$ cat src/rtl/regfile_writeback_pkg.sv
// wb_pkg: shared widths and FIFO entry type for the register-file writeback path
package wb_pkg;
    localparam int XLEN = 32;
    localparam int REG_ADDR_W = 5;
    localparam int NUM_REGS = 32;
    typedef struct packed {
        logic [REG_ADDR_W-1:0] rd;
        logic [XLEN-1:0]       wd;
    } wb_entry_t;
endpackage

$ cat src/rtl/regfile_writeback_if.sv
// regfile_writeback_if: execute/MDU/decode-facing signals of the writeback controller
// WB_BYPASS_EN adds the forwarding outputs rs1_fwd_hit, rs2_fwd_hit and fwd_data
interface regfile_writeback_if #(parameter int DEPTH = 4);
    import wb_pkg::*;
    logic                  alu_valid;
    logic [REG_ADDR_W-1:0] alu_rd;
    logic [XLEN-1:0]       alu_wd;
    logic                  issue_valid;
    logic [REG_ADDR_W-1:0] issue_rd;
    logic                  mdu_valid;
    logic                  mdu_ready;
    logic [REG_ADDR_W-1:0] mdu_rd;
    logic [XLEN-1:0]       mdu_wd;
    logic [REG_ADDR_W-1:0] q_rs1;
    logic [REG_ADDR_W-1:0] q_rs2;
    logic [REG_ADDR_W-1:0] q_rd;
    logic                  rs1_busy;
    logic                  rs2_busy;
    logic                  rd_busy;
    logic                  alu_stall;
    logic                  reg_write;
    logic [REG_ADDR_W-1:0] rd;
    logic [XLEN-1:0]       wd;
    logic [$clog2(DEPTH):0] fifo_count;
`ifdef WB_BYPASS_EN
    logic                  rs1_fwd_hit;
    logic                  rs2_fwd_hit;
    logic [XLEN-1:0]       fwd_data;
`endif
    modport slave (
        input  alu_valid, alu_rd, alu_wd, issue_valid, issue_rd, mdu_valid, mdu_rd, mdu_wd,
               q_rs1, q_rs2, q_rd,
        output mdu_ready, rs1_busy, rs2_busy, rd_busy, alu_stall, reg_write, rd, wd, fifo_count
`ifdef WB_BYPASS_EN
        , output rs1_fwd_hit, rs2_fwd_hit, fwd_data
`endif
    );
    modport master (
        output alu_valid, alu_rd, alu_wd, issue_valid, issue_rd, mdu_valid, mdu_rd, mdu_wd,
               q_rs1, q_rs2, q_rd,
        input  mdu_ready, rs1_busy, rs2_busy, rd_busy, alu_stall, reg_write, rd, wd, fifo_count
`ifdef WB_BYPASS_EN
        , input rs1_fwd_hit, rs2_fwd_hit, fwd_data
`endif
    );
endinterface

$ cat src/rtl/regfile_writeback_fifo.sv
// wb_fifo: DEPTH-entry circular FIFO of writeback entries with occupancy count
module wb_fifo import wb_pkg::*; #(
    parameter int DEPTH = 4
) (
    input  logic                   clk,
    input  logic                   rst,
    input  logic                   push,
    input  wb_entry_t              din,
    input  logic                   pop,
    output wb_entry_t              dout,
    output logic                   full,
    output logic                   empty,
    output logic [$clog2(DEPTH):0] count
);
    localparam int AW = $clog2(DEPTH);
    wb_entry_t mem [DEPTH];
    logic [AW-1:0] wp, rp;
    always_ff @(posedge clk) begin
        if (rst) begin
            wp <= '0;
            rp <= '0;
            count <= '0;
        end else begin
            if (push) wp <= wp + 1'b1;
            if (pop) rp <= rp + 1'b1;
            count <= count + {{AW{1'b0}}, push} - {{AW{1'b0}}, pop};
        end
    end
    always_ff @(posedge clk) if (push) mem[wp] <= din;
    assign dout = mem[rp];
    assign full = count == (AW+1)'(DEPTH);
    assign empty = count == '0;
endmodule

$ cat src/rtl/regfile_writeback.sv
// regfile_writeback: regfile write-port arbiter (ALU > MDU FIFO), busy scoreboard and starvation guard
// WB_BYPASS_EN: busy clears at the pop edge and writeback data is forwarded to decode
module regfile_writeback import wb_pkg::*; #(
    parameter int DEPTH = 4,
    parameter int STARVE_LIMIT = 8
) (
    input logic clk,
    input logic rst,
    regfile_writeback_if.slave wb
);
    localparam int SW = $clog2(STARVE_LIMIT + 1);
    wb_entry_t head;
    logic full, empty, alu_win, pop, push, set, clr;
    logic [REG_ADDR_W-1:0] clr_rd;
    logic [NUM_REGS-1:0] busy, busy_next;
    logic [SW-1:0] starve;
    assign alu_win = wb.alu_valid && wb.alu_rd != '0;
    assign pop = !alu_win && !empty;
    assign wb.mdu_ready = !rst && !full;
    assign push = wb.mdu_valid && wb.mdu_ready && wb.mdu_rd != '0;
    assign set = wb.issue_valid && wb.issue_rd != '0;
    wb_fifo #(.DEPTH(DEPTH)) u_fifo (
        .clk(clk), .rst(rst), .push(push), .din({wb.mdu_rd, wb.mdu_wd}), .pop(pop),
        .dout(head), .full(full), .empty(empty), .count(wb.fifo_count)
    );
`ifdef WB_BYPASS_EN
    assign clr = pop;
    assign clr_rd = head.rd;
    assign wb.rs1_fwd_hit = wb.reg_write && wb.rd != '0 && wb.rd == wb.q_rs1;
    assign wb.rs2_fwd_hit = wb.reg_write && wb.rd != '0 && wb.rd == wb.q_rs2;
    assign wb.fwd_data = wb.wd;
`else
    // marks a reg_write cycle sourced from the FIFO; busy drops when the regfile captures it
    logic fifo_wb;
    always_ff @(posedge clk) fifo_wb <= !rst && pop;
    assign clr = fifo_wb;
    assign clr_rd = wb.rd;
`endif
    always_comb begin
        busy_next = busy;
        if (clr) busy_next[clr_rd] = 1'b0;
        if (set) busy_next[wb.issue_rd] = 1'b1;
        busy_next[0] = 1'b0;
    end
    assign wb.rs1_busy = busy[wb.q_rs1];
    assign wb.rs2_busy = busy[wb.q_rs2];
    assign wb.rd_busy = busy[wb.q_rd];
    always_ff @(posedge clk) begin
        if (rst) begin
            wb.reg_write <= 1'b0;
            wb.rd <= '0;
            wb.wd <= '0;
            busy <= '0;
            starve <= '0;
            wb.alu_stall <= 1'b0;
        end else begin
            wb.reg_write <= alu_win || pop;
            if (alu_win) begin
                wb.rd <= wb.alu_rd;
                wb.wd <= wb.alu_wd;
            end else if (pop) begin
                wb.rd <= head.rd;
                wb.wd <= head.wd;
            end
            busy <= busy_next;
            starve <= pop ? '0 : (!empty && alu_win && starve != SW'(STARVE_LIMIT)) ? starve + 1'b1 : starve;
            wb.alu_stall <= pop ? 1'b0 : (starve == SW'(STARVE_LIMIT)) ? 1'b1 : wb.alu_stall;
        end
    end
    always_ff @(posedge clk)
        if (!rst) assert (!(wb.alu_valid && wb.alu_stall)) else $error("alu_valid asserted while alu_stall is high");
endmodule

$ cat src/flat_wrapper.sv
// flat-port wrapper written by rule: the top's interface ports become plain ports
module regfile_writeback_flat import wb_pkg::*;
#(
    parameter int DEPTH = 4,
    parameter int STARVE_LIMIT = 8
)
  (clk, rst, wb_alu_valid, wb_alu_rd, wb_alu_wd, wb_issue_valid, wb_issue_rd, wb_mdu_valid, wb_mdu_rd, wb_mdu_wd, wb_q_rs1, wb_q_rs2, wb_q_rd, wb_mdu_ready, wb_rs1_busy, wb_rs2_busy, wb_rd_busy, wb_alu_stall, wb_reg_write, wb_rd, wb_wd, wb_fifo_count);
  regfile_writeback_if #(.DEPTH(DEPTH)) wb_i ();
  input logic clk;
  input logic rst;
  input wire logic [$bits(wb_i.alu_valid)-1:0] wb_alu_valid;
  input wire logic [$bits(wb_i.alu_rd)-1:0] wb_alu_rd;
  input wire logic [$bits(wb_i.alu_wd)-1:0] wb_alu_wd;
  input wire logic [$bits(wb_i.issue_valid)-1:0] wb_issue_valid;
  input wire logic [$bits(wb_i.issue_rd)-1:0] wb_issue_rd;
  input wire logic [$bits(wb_i.mdu_valid)-1:0] wb_mdu_valid;
  input wire logic [$bits(wb_i.mdu_rd)-1:0] wb_mdu_rd;
  input wire logic [$bits(wb_i.mdu_wd)-1:0] wb_mdu_wd;
  input wire logic [$bits(wb_i.q_rs1)-1:0] wb_q_rs1;
  input wire logic [$bits(wb_i.q_rs2)-1:0] wb_q_rs2;
  input wire logic [$bits(wb_i.q_rd)-1:0] wb_q_rd;
  output wire logic [$bits(wb_i.mdu_ready)-1:0] wb_mdu_ready;
  output wire logic [$bits(wb_i.rs1_busy)-1:0] wb_rs1_busy;
  output wire logic [$bits(wb_i.rs2_busy)-1:0] wb_rs2_busy;
  output wire logic [$bits(wb_i.rd_busy)-1:0] wb_rd_busy;
  output wire logic [$bits(wb_i.alu_stall)-1:0] wb_alu_stall;
  output wire logic [$bits(wb_i.reg_write)-1:0] wb_reg_write;
  output wire logic [$bits(wb_i.rd)-1:0] wb_rd;
  output wire logic [$bits(wb_i.wd)-1:0] wb_wd;
  output wire logic [$bits(wb_i.fifo_count)-1:0] wb_fifo_count;
  assign wb_i.alu_valid = wb_alu_valid;
  assign wb_i.alu_rd = wb_alu_rd;
  assign wb_i.alu_wd = wb_alu_wd;
  assign wb_i.issue_valid = wb_issue_valid;
  assign wb_i.issue_rd = wb_issue_rd;
  assign wb_i.mdu_valid = wb_mdu_valid;
  assign wb_i.mdu_rd = wb_mdu_rd;
  assign wb_i.mdu_wd = wb_mdu_wd;
  assign wb_i.q_rs1 = wb_q_rs1;
  assign wb_i.q_rs2 = wb_q_rs2;
  assign wb_i.q_rd = wb_q_rd;
  assign wb_mdu_ready = wb_i.mdu_ready;
  assign wb_rs1_busy = wb_i.rs1_busy;
  assign wb_rs2_busy = wb_i.rs2_busy;
  assign wb_rd_busy = wb_i.rd_busy;
  assign wb_alu_stall = wb_i.alu_stall;
  assign wb_reg_write = wb_i.reg_write;
  assign wb_rd = wb_i.rd;
  assign wb_wd = wb_i.wd;
  assign wb_fifo_count = wb_i.fifo_count;
  regfile_writeback #(.DEPTH(DEPTH), .STARVE_LIMIT(STARVE_LIMIT)) u_core (.clk(clk), .rst(rst), .wb(wb_i));
endmodule
$ cat config.mk
export PLATFORM = sky130hd
export DESIGN_NAME = regfile_writeback_flat
export DESIGN_NICKNAME = d
export VERILOG_FILES = /design/src/rtl/regfile_writeback_pkg.sv /design/src/rtl/regfile_writeback_if.sv /design/src/rtl/regfile_writeback_fifo.sv /design/src/rtl/regfile_writeback.sv /design/src/flat_wrapper.sv
export SDC_FILE = /design/constraint.sdc
export NUM_CORES = 1
export LEC_CHECK = 0
export CORE_MARGIN = 2
export CORE_UTILIZATION = 25
export CTS_CLUSTER_DIAMETER = 30
export DETAILED_ROUTE_END_ITERATION = 7
export SYNTH_ARGS = -nofsm -noshare
export SYNTH_HDL_FRONTEND = slang
export SYNTH_SLANG_ARGS = --single-unit
export TNS_END_PERCENT = 5
$ cat constraint.sdc
create_clock -name clk -period 3.6 [get_ports clk]
set_input_delay 0.36 -clock clk [delete_from_list [all_inputs] [get_ports clk]]
set_output_delay 0.36 -clock clk [all_outputs]
set_load 0.005 [all_outputs]
Word-level counts from Yosys, hierarchy flattened:

Memories as Yosys holds them, arrays and structs flattened. A register that Yosys moved wholly into a read port is not among the register bits.
Cells that the tools add are included.

* bits in registers: 83
* memory bits (writable): 148
* output and inout port bits: 46
* logic and storage cells: 72
* memories kept: 1

* add/subtract/negate cells: 5
* magnitude comparators: 7
* eq/ne operators: 3
* muxes and demuxes: 20
* bitwise operators: 3
* reduce and logical (&&, ||, !) cells: 22

Memory list
* u_core.u_fifo.mem: words 4, width 37, read ports 1, clocked after memory_dff 1, write ports 1, RTL line regfile_writeback_fifo.sv:16 `wb_entry_t mem [DEPTH];`

Operator list (count)
* 32-bit two-way mux: 4
* 32-bit bitwise AND: 1
* 32-bit NOT: 1
* 32-bit OR: 1
* 5-bit by 6-bit less-than comparator with 1-bit output, second input constant: 5
* 1-bit binary-select mux with 5-bit select: 3
* 5-bit nonzero test: 3
* 1-bit logical AND: 11
* 1-bit demux with 5-bit select: 2
* 5-bit by 1-bit greater-or-equal comparator with 1-bit output, second input constant: 2
* 5-bit two-way mux: 2
* 1-bit two-way mux: 7
* 2-bit by 1-bit adder with 2-bit output, second input constant: 2
* 4-bit by 1-bit adder with 4-bit output, second input constant: 1
* 4-bit equality test, second input constant: 1
* 1-bit zero test: 4
* 2-bit two-way mux: 2
* 4-bit != test, second input constant: 1
* 3-bit by 1-bit adder with 3-bit output: 1
* 3-bit equality test, second input constant: 1
* 3-bit zero test: 1
* 3-bit by 1-bit subtractor with 3-bit output: 1
* 2-bit nonzero test: 1
* 2-bit OR reduction: 1
* 1-bit logical OR: 1

Longest topological paths before layout:

* depth in word-level cells: 9
* mapped depth: 11
* depth with buffers taken out: 11

Hierarchy:

A second synthesis with hierarchy kept.

* cell total of the unflattened synthesis: 708
* area, all modules: 10025.9 µm²

By module, submodules not included
* wb_fifo: times used 1, cells each 235, area an instance 5834.3 µm², sequential area each 4624.4 µm²
* regfile_writeback: times used 1, cells each 473, area an instance 4191.5 µm², sequential area each 1501.4 µm²

Worst setup path after synthesis:

OpenSTA, ideal clock, no wires.

* kind: reg-to-reg
* from: register u_core.u_fifo.count[2]
* to: register u_core.u_fifo.count[2]
* setup time: 0.128 ns
* data arrival time: 2.411 ns
* required time: 3.472 ns
* slack: 1.061 ns
* cell stages (with the launch flop): 12
* cell sequence: dfxtp_1 > nor3b_1 > a211oi_1 > and2_1 > inv_1 > ha_1 > inv_1 > ha_1 > fa_1 > xnor2_1 > xnor2_1 > nor2_1

* longest elaborated chain between the ends: 7
* elaborated cells on any way between the ends: 10

Ends and longest elaborated chain
* start, declared: RTL line regfile_writeback_fifo.sv:13 `output logic [$clog2(DEPTH):0] count`
* start signal, assigned: RTL line regfile_writeback_fifo.sv:26 `count <= count + {{AW{1'b0}}, push} - {{AW{1'b0}}, pop};`
* 3-bit equality test: RTL line regfile_writeback_fifo.sv:31 `assign full = count == (AW+1)'(DEPTH);`
* 1-bit zero test: RTL line regfile_writeback.sv:19 `assign wb.mdu_ready = !rst && !full;`
* 1-bit logical AND: RTL line regfile_writeback.sv:19
* 1-bit logical AND (2 in a row): RTL line regfile_writeback.sv:20 `assign push = wb.mdu_valid && wb.mdu_ready && wb.mdu_rd != '0;`
* 3-bit by 1-bit adder with 3-bit output: RTL line regfile_writeback_fifo.sv:26
* 3-bit by 1-bit subtractor with 3-bit output *: RTL line regfile_writeback_fifo.sv:26

Mark *: on every way between the ends. The rest lies on a longest branch, timed or not.
A chain may end at the register's enable or synchronous reset.

Worst setup path in the final report:

* from: input wb_q_rs1[0]
* to: output wb_rs1_busy

* longest elaborated chain between the ends: 2

Ends and longest elaborated chain
* start, declared: RTL line flat_wrapper.sv:19 `input wire logic [$bits(wb_i.q_rs1)-1:0] wb_q_rs1;`
* 1-bit binary-select mux with 5-bit select: RTL line regfile_writeback.sv:45 `assign wb.rs1_busy = busy[wb.q_rs1];`
* 1-bit two-way mux (not written as such): RTL line regfile_writeback.sv:45
* end, declared: RTL line flat_wrapper.sv:23 `output wire logic [$bits(wb_i.rs1_busy)-1:0] wb_rs1_busy;`

Every way passes these cells. The select of a mux whose other input is x is not followed.

==> impl_metrics.toml <==
[outcome]
status = "finished clean"

[logic_synthesis]
synth.distinct_cells = 44
synthCells = 757
synthSimpleGateAreaFrac_pct = 9.56
ys_seq_area_share_pct = 62.3
synth-edff-count = 148
postSynth.asyncResetShare_pct = 0
syn_area_per_cell_um2 = 13.0
synth-seq-cells = 232
synth_nets = 865
yosys_most_used_dff = "edfxtp_1"
synth_top_area_share_pct = 45.2
synth_top_area_cell = "edfxtp_1"
synth_xor_area_share_pct = 0.178
yosys_warnings = 0
synth_compound_area_share_pct = 10.8
netlist_area_um2 = 9840
synth_top_family_by_area = "multiplexers"
yosys-top-cells-area = "edfxtp_1 45%, dfxtp_1 17%, mux4_2 11%"
synthAdderAreaFrac_pct = 1.22
muxShareOfSynthArea_pct = 13.5

[placed_design]
dp.cells = 1384
place.gp.congestion = 0.807
dpl_cell_area_um2 = 11900
dp_hpwl_um = 17000
portBuffers = 144

[critical_path]
cpMostUsedCell = "clkdlybuf4s50_1"
start_kind = "primary input"
crit_buf_inv = 2
r2r-start = "u_core.u_fifo.count[1]"
path_max_fanout = 7
cp.required_ns = 3.24
rr_worst_depth = 12
max_stage_delay_ns = 0.70
crit_path_end = "wb_rs1_busy"
critPathTopFamily = "buffers and inverters"
worstPathCellList = "clkdlybuf4s50_1 > mux4_2 > nand2b_1 > o2111ai_1 > nand4_1 > clkdlybuf4s50_1"
crit_slowest_cell = "clkdlybuf4s50_1"
worstPathArrival_ns = 2.45
path_depth = 6
path_class = "in2out"
r2r_setup_slack_ns = 1.04
cp-startpoint = "wb_q_rs1[0]"
endpoint_kind = "primary output"
r2r_end = "u_core.u_fifo.count[2]"

[clock_network]
clk_pin_slew_ns = 0.05
cts_tree = "done"
cts.htree.levels = 2
cts_resized = 0
ctsHoldBuffers = 0
clock-sinks = 232
worstSkewPairLatency_ns = 0.53
root_buffer = "clkbuf_16"
post_cts_buffers = 0
numCtsBuffers = 44
cts_buffer_depth = 3

[routing]
drt-initial-drc-count = 511
vias_per_cell = 4.69
wl_per_cell_um = 17.8
antenna_left = 0
wl_um = 26000
route.detailed.drc = 0
vias = 6879
first_pass_iters = 5

[final_layout]
drive_gt1_share_pct = 16.5
fin_area_um2 = 13400
antenna_cells = 0
stdcell_count = 1466
layout.nets = 1020
syn2layout_area_growth_pct = 36.4

[timing]
fin_setup_tns_ns = 0
fin_crit_ns = 2.81
rsz0062_at_grt = "false"
maxSlewViolCount = 0
fmax_ghz = 0.356
hold_viol_final = 0
slew_headroom_pct = 27.1
finalSetupViolations = 0
clock_skew_ns = 0.0203
worst_pin_slew_ns = 1.09
fin_crit_sh_pct = 78.0

[global_routing]
antenna_found_initial = 0
grt_overflow = 0
grt_pass1_vias = 7103
grt_max_degree = 83
grt_pass1_wl_um = 40100
grt_use_total_pct = 12.5

[floorplanning]
die_area_um2 = 41000
ios = 145
die_w_um = 202
die_height_um = 202
core_area_um2 = 38700
initial_utilization_pct = 25.4
num_rows = 72

[run]
maxCapViolCount = 0

[power_and_ir_drop]
vdd_drop_max_v = 0.000312
leakagePower_nw = 4.54
p_per_area_nw_per_um2 = 663

[hold_path]
min_path_type = "in2reg"
-- final cells by class --
cell class	instances	area [µm²]
clock buffers	48	1170
multi-input cells	463	3480
well taps	518	648
flip-flops and latches	232	6130
inverters	14	52.6
clock inverters	34	374
fillers	3826	25300
repair buffers	157	1560
-- registers in the layout (all words and copies together), names as in the netlist, 2 cells and up, named ones only --
register	cells
u_core.u_fifo.mem	148
u_core.u_fifo.wp	2
u_core.busy	31
u_core.wb.rd	5
u_core.starve	4
u_core.u_fifo.count	3
u_core.wb.wd	32
u_core.u_fifo.rp	2
-- cell usage after synthesis, types with 5 or more instances --
| cell | n |
|---|---|
| edfxtp_1 | 148 |
| dfxtp_1 | 84 |
| a21oi_1 | 83 |
| nand2_1 | 72 |
| nor2_1 | 52 |
| mux4_2 | 46 |
| a211oi_1 | 39 |
| o21ai_0 | 34 |
| clkbuf_1 | 31 |
| mux2i_1 | 29 |
| nand3_1 | 20 |
| inv_1 | 14 |
| nor2b_1 | 9 |
| buf_2 | 8 |
| ha_1 | 8 |
| nand3b_1 | 7 |
| a22oi_1 | 6 |
| and3_1 | 6 |
| buf_1 | 6 |
| nand2b_1 | 6 |
| nor3b_1 | 5 |
| o31ai_1 | 5 |
-- layout by cell type, fill, tap and decap left out, types with 4 or more instances in the layout --
master	count
dfxtp_1	82
nand2b_1	6
clkinv_4	5
a22oi_1	6
nor2b_1	9
inv_6	7
o31ai_1	5
nand3b_1	7
edfxtp_1	148
nor3b_1	5
ha_1	8
o21ai_0	34
buf_4	12
mux2i_1	29
nor2_1	52
mux4_2	46
clkbuf_16	46
inv_1	14
nand3_1	20
a21oi_1	83
bufinv_16	4
clkinv_2	7
clkdlybuf4s50_1	143
inv_8	7
a211oi_1	39
and3_2	4
nand2_1	72
-- report_power, final --
group          internal (mW)  total (mW)  switching (mW)  leakage, nW
logic                  0.720        1.45           0.727         1.74
clock network           2.70        4.18            1.48        0.763
registers               3.04        3.27           0.237         2.03
total                   6.46        8.90            2.44         4.54
-- worst min-delay path by stage --
| stage | depth (start not counted) | slack (ns) | start | endpoint |
|---|---|---|---|---|
| floorplan | 2 | 0.45 | u_core.starve[3] | u_core.starve[3] |
| global placement | 2 | 0.46 | u_core.wb.alu_stall | u_core.wb.alu_stall |
| detailed placement | 2 | 0.46 | u_core.wb.alu_stall | u_core.wb.alu_stall |
| CTS | 5 | 0.28 | rst | u_core.u_fifo.wp[0] |
| global route | 5 | 0.34 | rst | u_core.u_fifo.wp[1] |
| finish | 5 | 0.31 | rst | u_core.u_fifo.wp[0] |
-- per-stage QoR --
stage	power [mW]	worst slack (ns)	hold WS (ns)	util [%]
2_1_floorplan	4.08	1.06	0.448	-
3_5_place_dp	4.80	0.588	0.464	30.7
3_3_place_gp	4.79	0.587	0.457	30.7
5_1_grt	9.28	0.650	0.339	34.6
4_1_cts	9.02	0.775	0.283	34.6
6_report	8.90	0.792	0.309	34.6
-- worst reg2reg max path, stage by stage, from the launching register on --
cell and delay (ns):
dfxtp_1 0.45, nor3b_1 0.12, a211oi_1 0.24, buf_4 0.18, and2_1 0.14, inv_1 0.05
ha_1 0.26, inv_1 0.04, ha_1 0.18, fa_1 0.37, xnor2_1 0.19, xnor2_1 0.13
nor2_1 0.05
-- routing by layer --
metal | track usage [%] | routed length, µm
met5 | 0 | 0
met4 | 4.20 | 626
met1 | 16.3 | 11600
met3 | 3.31 | 1840
met2 | 20.3 | 12000
-- kinds of logic after synthesis --
group,Yosys count
xor gates and xnor gates,2
DFF,232
and+or+nand+nor,198
AOI/OAI and AO/OA,179
muxes,75
buffers and inverters,62
adders and majority gates,9
No activity file was read; power rests on OpenSTA's default activity.
